[config.mk]
export PLATFORM = sky130hd
export DESIGN_NAME = de_regfile_sb_flat
export DESIGN_NICKNAME = d
export VERILOG_FILES = /design/src/rtl/de_regfile_sb_if.sv /design/src/rtl/de_regfile_sb.sv /design/src/flat_wrapper.sv
export SDC_FILE = /design/constraint.sdc
export NUM_CORES = 2
export LEC_CHECK = 0
export CELL_PAD_IN_SITES_DETAIL_PLACEMENT = 1
export CELL_PAD_IN_SITES_GLOBAL_PLACEMENT = 2
export CORE_ASPECT_RATIO = 0.8
export CORE_UTILIZATION = 37
export CTS_BUF_LIST = sky130_fd_sc_hd__clkbuf_16
export DETAILED_ROUTE_END_ITERATION = 7
export DONT_BUFFER_PORTS = 1
export GPL_TIMING_DRIVEN = 0
export PLACE_DENSITY_LB_ADDON = 0.1
export SLEW_MARGIN = 20
export SYNTH_ARGS = -nofsm -noshare
export SYNTH_HDL_FRONTEND = slang
export SYNTH_SLANG_ARGS = --single-unit
[constraint.sdc]
create_clock -name clk -period 4.47 [get_ports clk]
set_clock_uncertainty 0.1 [all_clocks]
set_input_delay 0.894 -clock clk [delete_from_list [all_inputs] [get_ports clk]]
set_output_delay 0.894 -clock clk [all_outputs]
set_load 0.02 [all_outputs]
[src/rtl/de_regfile_sb_if.sv]
// Issue/writeback bundle for de_regfile_sb: the decoder drives the master side,
// the register file with scoreboard sits on the slave side.
interface de_regfile_sb_if #(
  parameter int unsigned DBITS     = 32,
  parameter int unsigned REGNOBITS = 5
);
  logic                 issue_valid;
  logic                 issue_wr;
  logic [REGNOBITS-1:0] issue_rd;
  logic [REGNOBITS-1:0] rs1;
  logic [REGNOBITS-1:0] rs2;
  logic                 rs1_used;
  logic                 rs2_used;
  logic                 wb_wr;
  logic [REGNOBITS-1:0] wb_rd;
  logic [DBITS-1:0]     wb_val;
  logic                 flush;
  logic [DBITS-1:0]     rs1_val;
  logic [DBITS-1:0]     rs2_val;
  logic                 stall;
  logic                 issue_fire;
  logic                 pending_any;

  modport master (
    output issue_valid, issue_wr, issue_rd, rs1, rs2, rs1_used, rs2_used,
    output wb_wr, wb_rd, wb_val, flush,
    input  rs1_val, rs2_val, stall, issue_fire, pending_any
  );

  modport slave (
    input  issue_valid, issue_wr, issue_rd, rs1, rs2, rs1_used, rs2_used,
    input  wb_wr, wb_rd, wb_val, flush,
    output rs1_val, rs2_val, stall, issue_fire, pending_any
  );
endinterface

[src/rtl/de_regfile_sb.sv]
// Decode-stage register file with a per-register in-flight writer scoreboard.
// Define DE_RF_BYPASS_EN to forward same-cycle writeback data and release the last pending writer.
module de_regfile_sb #(
  parameter int unsigned DBITS     = 32,
  parameter int unsigned REGWORDS  = 32,
  parameter int unsigned REGNOBITS = 5,
  parameter int unsigned CNTBITS   = 2
) (
  input logic            clk,
  input logic            reset,
  de_regfile_sb_if.slave bus
);

  localparam logic [CNTBITS-1:0] CntMax = '1;
  localparam logic [CNTBITS-1:0] CntOne = CNTBITS'(1);

  logic [DBITS-1:0]   regs_q [REGWORDS];
  logic [DBITS-1:0]   regs_d [REGWORDS];
  logic [CNTBITS-1:0] cnt_q  [REGWORDS];
  logic [CNTBITS-1:0] cnt_d  [REGWORDS];

  logic                wb_en;
  logic                wb_hit1, wb_hit2;
  logic                rs1_pend, rs2_pend;
  logic                rd_full;
  logic                stall;
  logic                fire;
  logic [REGWORDS-1:0] inc_vec, dec_vec;
  logic                pending_any;

  assign wb_en   = bus.wb_wr && (bus.wb_rd != '0);
  assign wb_hit1 = wb_en && (bus.wb_rd == bus.rs1);
  assign wb_hit2 = wb_en && (bus.wb_rd == bus.rs2);

  // Source operands and pending status, optionally seeing the in-progress writeback.
  always_comb begin
    rs1_pend    = cnt_q[bus.rs1] != '0;
    rs2_pend    = cnt_q[bus.rs2] != '0;
    bus.rs1_val = (bus.rs1 == '0) ? '0 : regs_q[bus.rs1];
    bus.rs2_val = (bus.rs2 == '0) ? '0 : regs_q[bus.rs2];
`ifdef DE_RF_BYPASS_EN
    if (wb_hit1) begin
      bus.rs1_val = bus.wb_val;
      if (cnt_q[bus.rs1] == CntOne) rs1_pend = 1'b0;
    end
    if (wb_hit2) begin
      bus.rs2_val = bus.wb_val;
      if (cnt_q[bus.rs2] == CntOne) rs2_pend = 1'b0;
    end
`endif
  end

  assign rd_full = cnt_q[bus.issue_rd] == CntMax;

  assign stall = bus.issue_valid &&
                 ((bus.rs1_used && rs1_pend) ||
                  (bus.rs2_used && rs2_pend) ||
                  (bus.issue_wr && rd_full));
  assign fire  = bus.issue_valid && !stall;

  assign bus.stall      = stall;
  assign bus.issue_fire = fire;

  // Register 0 never gets a counter event, so it can never become pending.
  always_comb begin
    inc_vec = '0;
    dec_vec = '0;
    for (int i = 1; i < int'(REGWORDS); i++) begin
      inc_vec[i] = fire && bus.issue_wr && (bus.issue_rd == REGNOBITS'(i));
      dec_vec[i] = bus.wb_wr && (bus.wb_rd == REGNOBITS'(i)) && (cnt_q[i] != '0);
    end
  end

  always_comb begin
    regs_d = regs_q;
    if (wb_en) regs_d[bus.wb_rd] = bus.wb_val;
  end

  // Simultaneous increment and decrement cancel; flush wins over a same-cycle issue.
  always_comb begin
    cnt_d = cnt_q;
    for (int i = 0; i < int'(REGWORDS); i++) begin
      if (bus.flush || (i == 0)) begin
        cnt_d[i] = '0;
      end else if (inc_vec[i] && !dec_vec[i]) begin
        if (cnt_q[i] != CntMax) cnt_d[i] = cnt_q[i] + CntOne;
      end else if (dec_vec[i] && !inc_vec[i]) begin
        cnt_d[i] = cnt_q[i] - CntOne;
      end
    end
  end

  always_ff @(posedge clk) begin
    if (reset) begin
      for (int i = 0; i < int'(REGWORDS); i++) begin
        regs_q[i] <= '0;
        cnt_q[i]  <= '0;
      end
    end else begin
      regs_q <= regs_d;
      cnt_q  <= cnt_d;
    end
  end

  always_comb begin
    pending_any = 1'b0;
    for (int i = 0; i < int'(REGWORDS); i++) begin
      pending_any = pending_any | (cnt_q[i] != '0);
    end
  end

  assign bus.pending_any = pending_any;

endmodule

[src/flat_wrapper.sv]
// flat-port wrapper written by rule: the top's interface ports become plain ports
module de_regfile_sb_flat 
#(
  parameter int unsigned DBITS     = 32,
  parameter int unsigned REGWORDS  = 32,
  parameter int unsigned REGNOBITS = 5,
  parameter int unsigned CNTBITS   = 2
)
  (clk, reset, bus_issue_valid, bus_issue_wr, bus_issue_rd, bus_rs1, bus_rs2, bus_rs1_used, bus_rs2_used, bus_wb_wr, bus_wb_rd, bus_wb_val, bus_flush, bus_rs1_val, bus_rs2_val, bus_stall, bus_issue_fire, bus_pending_any);
  de_regfile_sb_if #(.DBITS(DBITS), .REGNOBITS(REGNOBITS)) bus_i ();
  input logic clk;
  input logic reset;
  input wire logic [$bits(bus_i.issue_valid)-1:0] bus_issue_valid;
  input wire logic [$bits(bus_i.issue_wr)-1:0] bus_issue_wr;
  input wire logic [$bits(bus_i.issue_rd)-1:0] bus_issue_rd;
  input wire logic [$bits(bus_i.rs1)-1:0] bus_rs1;
  input wire logic [$bits(bus_i.rs2)-1:0] bus_rs2;
  input wire logic [$bits(bus_i.rs1_used)-1:0] bus_rs1_used;
  input wire logic [$bits(bus_i.rs2_used)-1:0] bus_rs2_used;
  input wire logic [$bits(bus_i.wb_wr)-1:0] bus_wb_wr;
  input wire logic [$bits(bus_i.wb_rd)-1:0] bus_wb_rd;
  input wire logic [$bits(bus_i.wb_val)-1:0] bus_wb_val;
  input wire logic [$bits(bus_i.flush)-1:0] bus_flush;
  output wire logic [$bits(bus_i.rs1_val)-1:0] bus_rs1_val;
  output wire logic [$bits(bus_i.rs2_val)-1:0] bus_rs2_val;
  output wire logic [$bits(bus_i.stall)-1:0] bus_stall;
  output wire logic [$bits(bus_i.issue_fire)-1:0] bus_issue_fire;
  output wire logic [$bits(bus_i.pending_any)-1:0] bus_pending_any;
  assign bus_i.issue_valid = bus_issue_valid;
  assign bus_i.issue_wr = bus_issue_wr;
  assign bus_i.issue_rd = bus_issue_rd;
  assign bus_i.rs1 = bus_rs1;
  assign bus_i.rs2 = bus_rs2;
  assign bus_i.rs1_used = bus_rs1_used;
  assign bus_i.rs2_used = bus_rs2_used;
  assign bus_i.wb_wr = bus_wb_wr;
  assign bus_i.wb_rd = bus_wb_rd;
  assign bus_i.wb_val = bus_wb_val;
  assign bus_i.flush = bus_flush;
  assign bus_rs1_val = bus_i.rs1_val;
  assign bus_rs2_val = bus_i.rs2_val;
  assign bus_stall = bus_i.stall;
  assign bus_issue_fire = bus_i.issue_fire;
  assign bus_pending_any = bus_i.pending_any;
  de_regfile_sb #(.DBITS(DBITS), .REGWORDS(REGWORDS), .REGNOBITS(REGNOBITS), .CNTBITS(CNTBITS)) u_core (.clk(clk), .reset(reset), .bus(bus_i));
endmodule
# After elaboration in Yosys (flattened, before gate mapping)
# Cells that the tools add are included.
# op_classes
mux	113
order_cmp	5
n_addsub	62
n_reduce_logical	328
bitwise	35
n_eq_ne	125
# ops
operator	n
$bwmux W1024	1
$bmux W32 S5	2
$mux W32	7
$mux W2	99
$logic_and A1 B1 Y1	163
$demux W32 S5	1
$eq A5 B5 Y1 const B	32
$reduce_bool A2 Y1	64
$ne A2 B2 Y1 const B	62
$eq A5 B4 Y1 const B	16
$logic_not A1 Y1	63
$add A2 B1 Y2 const B	31
$reduce_and A2 Y1	31
$sub A2 B1 Y2 const B	31
$eq A5 B3 Y1 const B	8
$or A1 B1 Y1	31
$bmux W2 S5	3
$ge A6 B6 Y1 const B	4
$not A5 Y6	4
$eq A5 B2 Y1 const B	4
$eq A5 B1 Y1 const B	2
$logic_not A5 Y1	2
$lt A6 B1 Y1 const B	1
$reduce_bool A5 Y1	1
other kinds (4)	5
# word_totals
inputBits	60
ff_bits	1086
word_cells	731
output_inout_bits	67

# Longest topological paths before layout
# depth
depth_word	32
depth_mapped	16
depth_no_buf	10

# Worst setup path after synthesis
# No wires, ideal clock.
# synth_path
path_kind	input-to-output
start	in bus_rs2[0]
end	out bus_rs2_val[22]
path_buffers	4
required_time_ns	3.476
path_stages	9
t_arrival_ns	3.577
setup_slack_ns	-0.101
path_cell_list	clkbuf_1 > clkbuf_1 > clkbuf_1 > buf_1 > mux4_2 > a221oi_1 > nor2_1 > a21oi_1 > nor2_1
# synth_between
elab_chain_len	5
elab_cells_between_ends	6
classes_between	mux (4); bitwise (1); reduce/logical (1)
# synth_rtl
item	line	rtl
from (decl)	flat_wrapper.sv:17	input wire logic [$bits(bus_i.rs2)-1:0] bus_rs2;
$not A5 Y6 (implied by the code)	de_regfile_sb.sv:40	bus.rs2_val = (bus.rs2 == '0) ? '0 : regs_q[bus.rs2];
$bmux W32 S5	de_regfile_sb.sv:40	
$mux W32 (implied by the code) (2 in a row)	de_regfile_sb.sv:40	
$mux W32 (*)	de_regfile_sb.sv:40	
to (decl)	flat_wrapper.sv:25	output wire logic [$bits(bus_i.rs2_val)-1:0] bus_rs2_val;
# Every way passes the cells marked *; elsewhere a longest branch is shown, timed or not. The select of a mux whose other input is x is not followed.

# Final worst setup path
# layout_path
start	in bus_rs2[2]
end	out bus_rs2_val[21]
# Same word-level chain as after synthesis.

==> results.py <==
metrics = {
    "timing": {
        "post-route-period-util_pct": 103,
        "fmax_mhz": 218,
        "period_minus_slack_ps": 4590,
        "setup_viol": 29,
        "finalHoldViolations": 0,
        "setup_ws_ps": -119,
        "rsz0062_at_grt": "yes",
        "slew_violations": 0,
        "relSlewSlack_pct": 14.5,
        "tightestPinTransition_ps": 1280,
    },
    "detailed_routing": {
        "drc": 0,
        "drtIter0Drc": 6884,
        "routedWlPerCell_um": 36.3,
        "met2_length_um": 129000,
        "ant_nets": 0,
        "met3_length_um": 36300,
        "dr.pass1.iters": 6,
        "vias": 54363,
        "via_per_inst": 6.33,
        "wl_met1_um": 132000,
        "wl_um": 312000,
        "routed.top_layer": "met5",
    },
    "placed_design": {
        "globalplace.congestion": 1.04,
        "place_ws_ps": -2640,
        "portBuffers": 0,
        "dpl.hpwl_um": 246000,
        "place_area_um2": 59800,
    },
    "grt": {
        "grt_pass1_wl_um": 423000,
        "grt_overflow": 0,
        "antenna_found_initial": 18,
        "grt_pass1_vias": 51894,
        "grt_usage_pct": 39.7,
        "grt_max_degree": 17,
    },
    "synth": {
        "synth-seq-area-share_pct": 38.4,
        "synth_edf_count": 0,
        "synth_top_area_cell": "dfxtp_1",
        "synth_area_per_cell_um2": 8.96,
        "synthTopCellsByArea": "dfxtp_1, mux4_2, nand2_1, a21oi_1, clkbuf_1",
        "synth_async_sr_flop_share_pct": 0,
        "synth_top_area_share_pct": 38.4,
        "ys_seq_elements": 1086,
        "synth_area_um2": 56600,
        "synth.yosys.warnings": 0,
        "ys_types": 65,
        "syn_inst": 6318,
        "syn-num-nets": 6378,
        "ys_top_cells_by_count": "nand2_1, dfxtp_1, a21oi_1, mux4_2, clkbuf_1",
        "synthFlopType": "dfxtp_1",
        "synth_most_common_cell": "nand2_1",
    },
    "setup_path": {
        "rr_worst_depth": 11,
        "cp_max_fo": 10,
        "rr_endpoint": "u_core.cnt_q[57]",
        "required_ps": 3480,
        "setup.worst_path.start_class": "primary input",
        "arrival_ps": 3600,
        "r2r_start": "u_core.cnt_q[41]",
        "crit_type": "in -> out",
        "rrSetupSlack_ps": 40,
        "worst_setup_path_end_kind": "output port",
    },
    "min_path": {
        "holdPathEnd": "u_core.regs_q[709]",
        "holdPathStages": 2,
        "hp-class": "in -> reg",
        "min_from": "bus_wb_val[5]",
    },
    "floorplanning": {
        "dieHeight_um": 352,
        "rows": 127,
        "coreArea_um2": 151000,
        "ios": 127,
        "die_w_um": 439,
        "die_area_um2": 155000,
        "start_util_pct": 37.5,
    },
    "clock_network": {
        "clk_latency_ps": 790,
        "cts-htree-levels": 3,
        "path_clk_slew_ps": 60,
        "cts_root_buf": "clkbuf_16",
        "tritoncts": "built",
        "cts_buffers": 121,
        "cts_sinks": 1086,
        "cts_buffer_depth": 3,
        "ctsHoldBuffers": 0,
    },
    "final_layout": {
        "fin_area_um2": 65400,
        "final_layout_size_suffix_gt1_share_pct": 18.0,
        "syn_to_final_growth_pct": 15.5,
        "final_nets": 6536,
        "num-fill-cells": 17203,
    },
    "power": {
        "peakVddDrop_mv": 0.325,
        "cellPowerDensity_nw_per_um2": 340,
        "p_leak_nw": 21.0,
    },
    "status": {
        "violations": "negative setup slack",
        "status": "finished with violations",
    },
    "job": {
        "maxCapViolations": 0,
    },
}
## routing by layer
metal,GRT usage (%),vias to the layer above
met2,56.5,2992
met4,16.5,6
met1,55.3,28118
li1,-,22701
met5,0.217,-
met3,12.6,546
## power breakdown
group	leakage [nW]	switching (mW)	total, mW	internal (mW)
clock	1.96	4.64	10.1	5.43
sequential	8.76	0.0531	9.79	9.74
combinational	10.3	1.73	2.37	0.640
## area by class of cell
| type | count | area (um^2) | area share (%) |
|---|---|---|---|
| buffer | 639 | 3450 | 5.28 |
| clock inverter | 105 | 708 | 1.08 |
| sequential | 1086 | 21800 | 33.3 |
| tap | 1999 | 2500 | 3.83 |
| inverter | 19 | 83.8 | 0.128 |
| multi-input combinational | 4571 | 33100 | 50.7 |
| antenna | 6 | 15.0 | 0.0230 |
| clock buffer | 123 | 3080 | 4.71 |
| timing repair buffer | 38 | 628 | 0.961 |
## registers in the layout, summed over array words and instances (netlist names)
register       count
u_core.cnt_q      62
u_core.regs_q   1024
## logic make-up (layout without fill, tap and decap cells)
group,count (synthesis),count (layout),synth area share (%)
muxes,752,752,26.2
AOI/OAI and AO/OA,1354,1354,13.3
other,0,6,0
DFF,1086,1086,38.4
and+or+nand+nor,2465,2465,17.6
buffers and inverters,661,924,4.52
## worst max path at each step
stage                                start              end  slack (ps)  cells after the start
after floorplan                 bus_rs2[0]  bus_rs2_val[20]          20                      9
after global placement          bus_rs1[0]   bus_rs1_val[0]       -3740                      6
after detailed placement        bus_rs2[0]   bus_rs2_val[2]       -2640                     11
after CTS                 u_core.cnt_q[16]   bus_issue_fire           3                      9
after global routing      u_core.cnt_q[43]   bus_issue_fire         -40                      9
final                           bus_rs2[2]  bus_rs2_val[21]        -120                      6
## cells in the final DEF, fill, tap and decap left out, drive strengths merged, types with 31 or more instances in the layout
| cell type | count |
|---|---|
| inv | 55 |
| dfxtp | 1086 |
| o22ai | 37 |
| nor2 | 153 |
| nor2b | 36 |
| a21o | 31 |
| mux2i | 125 |
| a21oi | 1085 |
| buf | 123 |
| clkbuf | 671 |
| o21ai | 37 |
| nor3 | 52 |
| mux4 | 576 |
| nand4 | 45 |
| nand2 | 2062 |
| clkinv | 55 |
| mux2 | 51 |
## repair_timing
| action | in CTS | in global routing |
|---|---|---|
| pin swaps | 9 | 4 |
| buffers inserted | 1 | 7 |
| hold endpoints to repair | 0 | 0 |
| cloned | 1 | 0 |
| setup endpoints to repair | 66 | 44 |
| gates resized for setup | 439 | 47 |
## critical path: stages
cell and delay (ps):
buf_2 330, buf_2 480, clkbuf_4 500, clkbuf_4 420, o211ai_1 300, a211oi_4 650
## per-stage QoR
step	setup TNS (ps)	hold slack, ps	total power [mW]	util (%)	instances
floorplan	0	343	11.1	-	6318
CTS	0	108	22.1	43.2	8573
global route	-45.3	128	22.6	43.3	8580
global placement	-232400	349	12.1	39.2	8317
finish	-1090	145	22.2	43.3	8586
detailed placement	-158960	359	12.1	39.7	8346
No activity file was read; power rests on OpenSTA's default activity.
